<file path="src/rtl/pc_sequencer.sv">
// Run-control and next-PC controller: redirect arbitration, stall handling, run/halt/step.
// Optional breakpoint unit enabled by defining PC_SEQUENCER_BREAKPOINT_EN.
module pc_sequencer #(
  parameter int unsigned            ADDR_W     = 10,
  parameter logic [ADDR_W-1:0]      EXC_VECTOR = '0,
  parameter bit                     AUTO_RUN   = 1'b1
) (
  input  logic              clk,
  input  logic              rst_n,
  input  logic              run_req,
  input  logic              halt_req,
  input  logic              step_req,
  input  logic              sys_halt,
  input  logic              stall,
  input  logic              exc,
  input  logic              br_taken,
  input  logic [ADDR_W-1:0] br_target,
  input  logic              jmp,
  input  logic [ADDR_W-1:0] jmp_target,
  input  logic [ADDR_W-1:0] pc,
`ifdef PC_SEQUENCER_BREAKPOINT_EN
  input  logic              bp_valid,
  input  logic [ADDR_W-1:0] bp_addr,
  output logic              bp_hit,
`endif
  output logic              pc_en,
  output logic              pc_ld,
  output logic [ADDR_W-1:0] pc_new,
  output logic              flush,
  output logic              running,
  output logic              halted,
  output logic [31:0]       adv_cnt
);

  typedef enum logic [1:0] {S_RUN, S_HALT, S_STEP} state_t;
  localparam state_t S_RESET = AUTO_RUN ? S_RUN : S_HALT;

  state_t r_state, w_next;
  logic   w_go, w_bp;

`ifdef PC_SEQUENCER_BREAKPOINT_EN
  logic r_skip;
  assign w_bp   = (r_state == S_RUN) && bp_valid && (pc == bp_addr) && !r_skip;
  assign bp_hit = w_bp;
`else
  logic w_unused_pc;
  assign w_unused_pc = ^pc;
  assign w_bp        = 1'b0;
`endif

  // rst_n gates go so the PC register sees no enable while reset is held
  assign w_go = rst_n && (r_state == S_RUN || r_state == S_STEP) &&
                !(r_state == S_RUN && sys_halt);

  always_comb begin
    pc_en  = w_go && !w_bp && (exc || br_taken || !stall);
    pc_ld  = 1'b0;
    flush  = 1'b0;
    pc_new = '0;
    if (exc) begin
      pc_new = EXC_VECTOR;
      pc_ld  = 1'b1;
      flush  = 1'b1;
    end else if (br_taken) begin
      pc_new = br_target;
      pc_ld  = 1'b1;
      flush  = 1'b1;
    end else if (jmp) begin
      pc_new = jmp_target;
      pc_ld  = 1'b1;
    end
    if (!pc_en) begin
      pc_ld = 1'b0;
      flush = 1'b0;
    end
  end

  always_comb begin
    w_next = r_state;
    unique case (r_state)
      S_RUN:  if (sys_halt || halt_req || w_bp) w_next = S_HALT;
      S_HALT: if (halt_req)      w_next = S_HALT;
              else if (run_req)  w_next = S_RUN;
              else if (step_req) w_next = S_STEP;
      S_STEP: if (halt_req || pc_en) w_next = S_HALT;
      default: w_next = S_RESET;
    endcase
  end

  always_ff @(posedge clk or negedge rst_n) begin
    if (!rst_n) begin
      r_state <= S_RESET;
      adv_cnt <= '0;
    end else begin
      r_state <= w_next;
      if (pc_en) adv_cnt <= adv_cnt + 32'd1;
    end
  end

`ifdef PC_SEQUENCER_BREAKPOINT_EN
  // skip lets the breakpointed instruction execute once after resuming
  always_ff @(posedge clk or negedge rst_n) begin
    if (!rst_n)                                                        r_skip <= 1'b0;
    else if (r_state == S_HALT && (w_next == S_RUN || w_next == S_STEP)) r_skip <= 1'b1;
    else if (pc_en)                                                    r_skip <= 1'b0;
  end
`endif

  assign running = (r_state == S_RUN);
  assign halted  = (r_state == S_HALT);

endmodule
</file>
<file path="config.mk">
export PLATFORM = sky130hd
export DESIGN_NAME = pc_sequencer
export DESIGN_NICKNAME = d
export VERILOG_FILES = /design/src/rtl/pc_sequencer.sv
export SDC_FILE = /design/constraint.sdc
export NUM_CORES = 1
export LEC_CHECK = 0
export BUFFER_PORTS_ARGS = -buffer_cell sky130_fd_sc_hd__buf_2
export CELL_PAD_IN_SITES_DETAIL_PLACEMENT = 1
export CELL_PAD_IN_SITES_GLOBAL_PLACEMENT = 1
export CORE_ASPECT_RATIO = 0.7
export CORE_MARGIN = 1.5
export CORE_UTILIZATION = 36
export DETAILED_ROUTE_END_ITERATION = 16
export GPL_ROUTABILITY_DRIVEN = 0
export HOLD_SLACK_MARGIN = 0.06
export PLACE_DENSITY_LB_ADDON = 0.1
export RECOVER_POWER = 50
export SLEW_MARGIN = 10
export SYNTH_ARGS = -nofsm -noshare
export SYNTH_HDL_FRONTEND = slang
export SYNTH_SLANG_ARGS = --single-unit
</file>
<file path="constraint.sdc">
create_clock -name clk -period 3.25 [get_ports clk]
set_input_delay 0.4875 -clock clk [delete_from_list [all_inputs] [get_ports clk]]
set_output_delay 0.4875 -clock clk [all_outputs]
set_load 0.01 [all_outputs]
</file>
==> flow_metrics.env <==
export IMPL_status="complete, but fails checks"
export IMPL_violations="capacitance limit, slew limit"
export IMPL_clock_path_buffers=2
export IMPL_powerDensity_nw_per_um2=479
export IMPL_tightest_slew_ps=1760
export IMPL_core_area_um2=4760
export IMPL_htree_levels=2
export IMPL_yosys_most_used_dff="dfrtp_1"
export IMPL_whs_ps=401
export IMPL_seq_area_um2=851
export IMPL_clock_skew_ps=7.75
export IMPL_p_leak_nw=1.10
export IMPL_grt_pass1_wl_mm=7.78
export IMPL_final_area_um2=2340
export IMPL_setup_viol=0
export IMPL_wirelength_mm=4.90
export IMPL_io_buffers=76
export IMPL_cts_root_buf="clkbuf_8"
export IMPL_cts_resized=0
export IMPL_grt_usage_pct=19.1
export IMPL_viasPerCell=5.06
export IMPL_syn_avg_cell_area_um2=9.84
export IMPL_synthArstFlopShare_pct=100
export IMPL_synth_nets=221
export IMPL_die_area_um2=5360
export IMPL_synthCells=180
export IMPL_layout_nets=300
export IMPL_post_cts_buffers=0
export IMPL_drive_gt1_share_pct=24.6
export IMPL_synth_seq_area_share_pct=48.0
export IMPL_wire_per_inst_um=14.9
export IMPL_n_fill_cell=581
export IMPL_cts_sinks=34
export IMPL_hold_viol_final=0
export IMPL_diodes=0
export IMPL_slew_headroom_pct=-17.5
export IMPL_yosys_warnings=0
export IMPL_grt_setup_unrepaired="false"
export IMPL_tns_ps=0
export IMPL_drc=0
export IMPL_ant_nets=0
export IMPL_cp_arrival_ps=2060
export IMPL_slew_violations=35
export IMPL_ir_worst_vdd_v=0.000249
export IMPL_hp_class="primary input to flip-flop"
export IMPL_row_count=21
export IMPL_drt_iter0_drc=47
export IMPL_critical_path_required_ps=2760
export IMPL_die_x_um=86.9
export IMPL_die_y_um=61.7
export IMPL_yosysUniqueCellTypes=28
export IMPL_overflow=0
export IMPL_fmax_mhz=392
export IMPL_grt_pass1_vias=1607
export IMPL_antenna_found_initial=0
export IMPL_via_count=1665
export IMPL_syn_area_um2=1770
export IMPL_r2r_setup_slack_ps=1140
export IMPL_areaGrowthSynthToFinish_pct=31.9
export IMPL_synth_seq_cells=34
export IMPL_multi_input_area_um2=893
export IMPL_ctsHoldBuffers=0
export IMPL_critPathKind="primary input to primary output"
export IMPL_grt_max_degree=35
export IMPL_ioPinCount=87
export IMPL_crit_path_end_kind="primary output"
export IMPL_clk_latency_ps=280
export IMPL_layout_worst_path_cycle_share_pct=78.5
export IMPL_cts_made_buffers=5
export IMPL_synth_edf_count=0
export IMPL_placed_cell_area_um2=2230
export IMPL_cap_violations=1
export IMPL_cts_tree="built"
export IMPL_path_clk_slew_ps=70
export IMPL_start_util_pct=37.3
export IMPL_critPathMaxFanout=15
export IMPL_startpoint_type="primary input"
export IMPL_period_needed_ps=2550
export IMPL_first_pass_iters=4
export IMPL_hpwl_mm=3.72
-- cell families (layout without fill, tap and decap cells) --
kind of cell	after synthesis	after routing	synth area share, %
simple gates	91	91	28.4
compound gates	15	15	5.65
fa+ha+maj	1	1	0.706
xor+xnor	31	31	15.3
flops	34	34	48.0
buf+inv	8	88	1.91
-- layer usage --
metal	global-route usage, %	up-vias	share of wire (%)
met3	4.36	2	5.3
met5	0	-	0
li1	-	799	-
met4	4.84	0	0.49
met1	27.1	811	49
met2	29.9	53	45
-- final timing paths --
check / cells past startpoint / startpoint / to
min: 2 / halt_req / r_state[1]$_DFFE_PN0P_
max reg2reg: 5 / adv_cnt[0]$_DFFE_PN0P_ / adv_cnt[30]$_DFFE_PN0P_
max: 5 / br_taken / pc_en
max in group asynchronous: 2 / rst_n / adv_cnt[22]$_DFFE_PN0P_
min reg2reg: 1 / adv_cnt[28]$_DFFE_PN0P_ / adv_cnt[28]$_DFFE_PN0P_
min in group asynchronous: 2 / rst_n / adv_cnt[1]$_DFFE_PN0P_
-- cell usage in the layout, fill, tap and decap left out, drive strengths merged --
cell type	synthesis	routed
nand2b	1	1
nand4	16	16
o21bai	1	1
buf	3	53
and3	6	6
bufinv	0	2
o21ai	1	1
a21oi	4	4
a22oi	9	9
nor2b	3	3
nor3	2	2
nor3b	1	1
clkbuf	3	30
nand2	15	15
ha	1	1
nand3	8	8
nand3b	1	1
or3b	1	1
nor2	20	20
and4	6	6
dfrtp	34	34
clkinv	0	1
inv	2	2
nor4b	3	3
or3	2	2
nor4	3	3
xor2	6	6
and2	3	3
xnor2	25	25
-- state kept, by name, indices dropped and copies added, names as in the netlist --
name     flops
adv_cnt     32
r_state      2
-- report_power, final --
part | internal [mW] | switching, mW
logic | 0.0689 | 0.0877
registers | 0.453 | 0.0421
clock network | 0.307 | 0.161
total | 0.829 | 0.290
-- metrics by stage --
step / instances / utilization (%) / worst slack [ps] / power [mW]
3_3_place_gp: 321 / 47.0 / 893 / 0.663
3_5_place_dp: 321 / 47.0 / 850 / 0.669
2_1_floorplan: 180 / - / 1410 / 0.579
5_1_grt: 329 / 49.1 / 563 / 1.18
6_report: 329 / 49.1 / 699 / 1.12
4_1_cts: 329 / 49.9 / 865 / 1.14
-- critical path: stages --
cell      delay (ps)
clkbuf_1         460
nor3b_1          210
or3_1            590
inv_1            170
buf_2            140
-- layout make-up --
cell class,instances,area share [%]
flip-flops and latches,34,36.4
clock buffers,5,2.94
inverters,2,0.321
well taps,69,3.69
multi-input cells,138,38.2
repair buffers,78,15.5
clock inverters,3,2.94
-- cell usage after synthesis (3+ instances only) --
| cell | count | share of area (%) |
|---|---|---|
| nor2b_1 | 3 | 1.1 |
| nand2_1 | 15 | 3.2 |
| nand3_1 | 8 | 2.3 |
| buf_2 | 3 | 0.85 |
| nor2_1 | 20 | 4.2 |
| and2_1 | 3 | 1.1 |
| nand4_1 | 16 | 5.6 |
| xnor2_1 | 25 | 12 |
| and4_1 | 6 | 3.0 |
| and3_1 | 6 | 2.1 |
| clkbuf_1 | 3 | 0.64 |
| xor2_1 | 6 | 3.0 |
| a21oi_1 | 4 | 1.1 |
| dfrtp_1 | 34 | 48 |
| a22oi_1 | 9 | 3.8 |
| nor4_1 | 3 | 1.1 |
(Power assumes the default switching activity.)
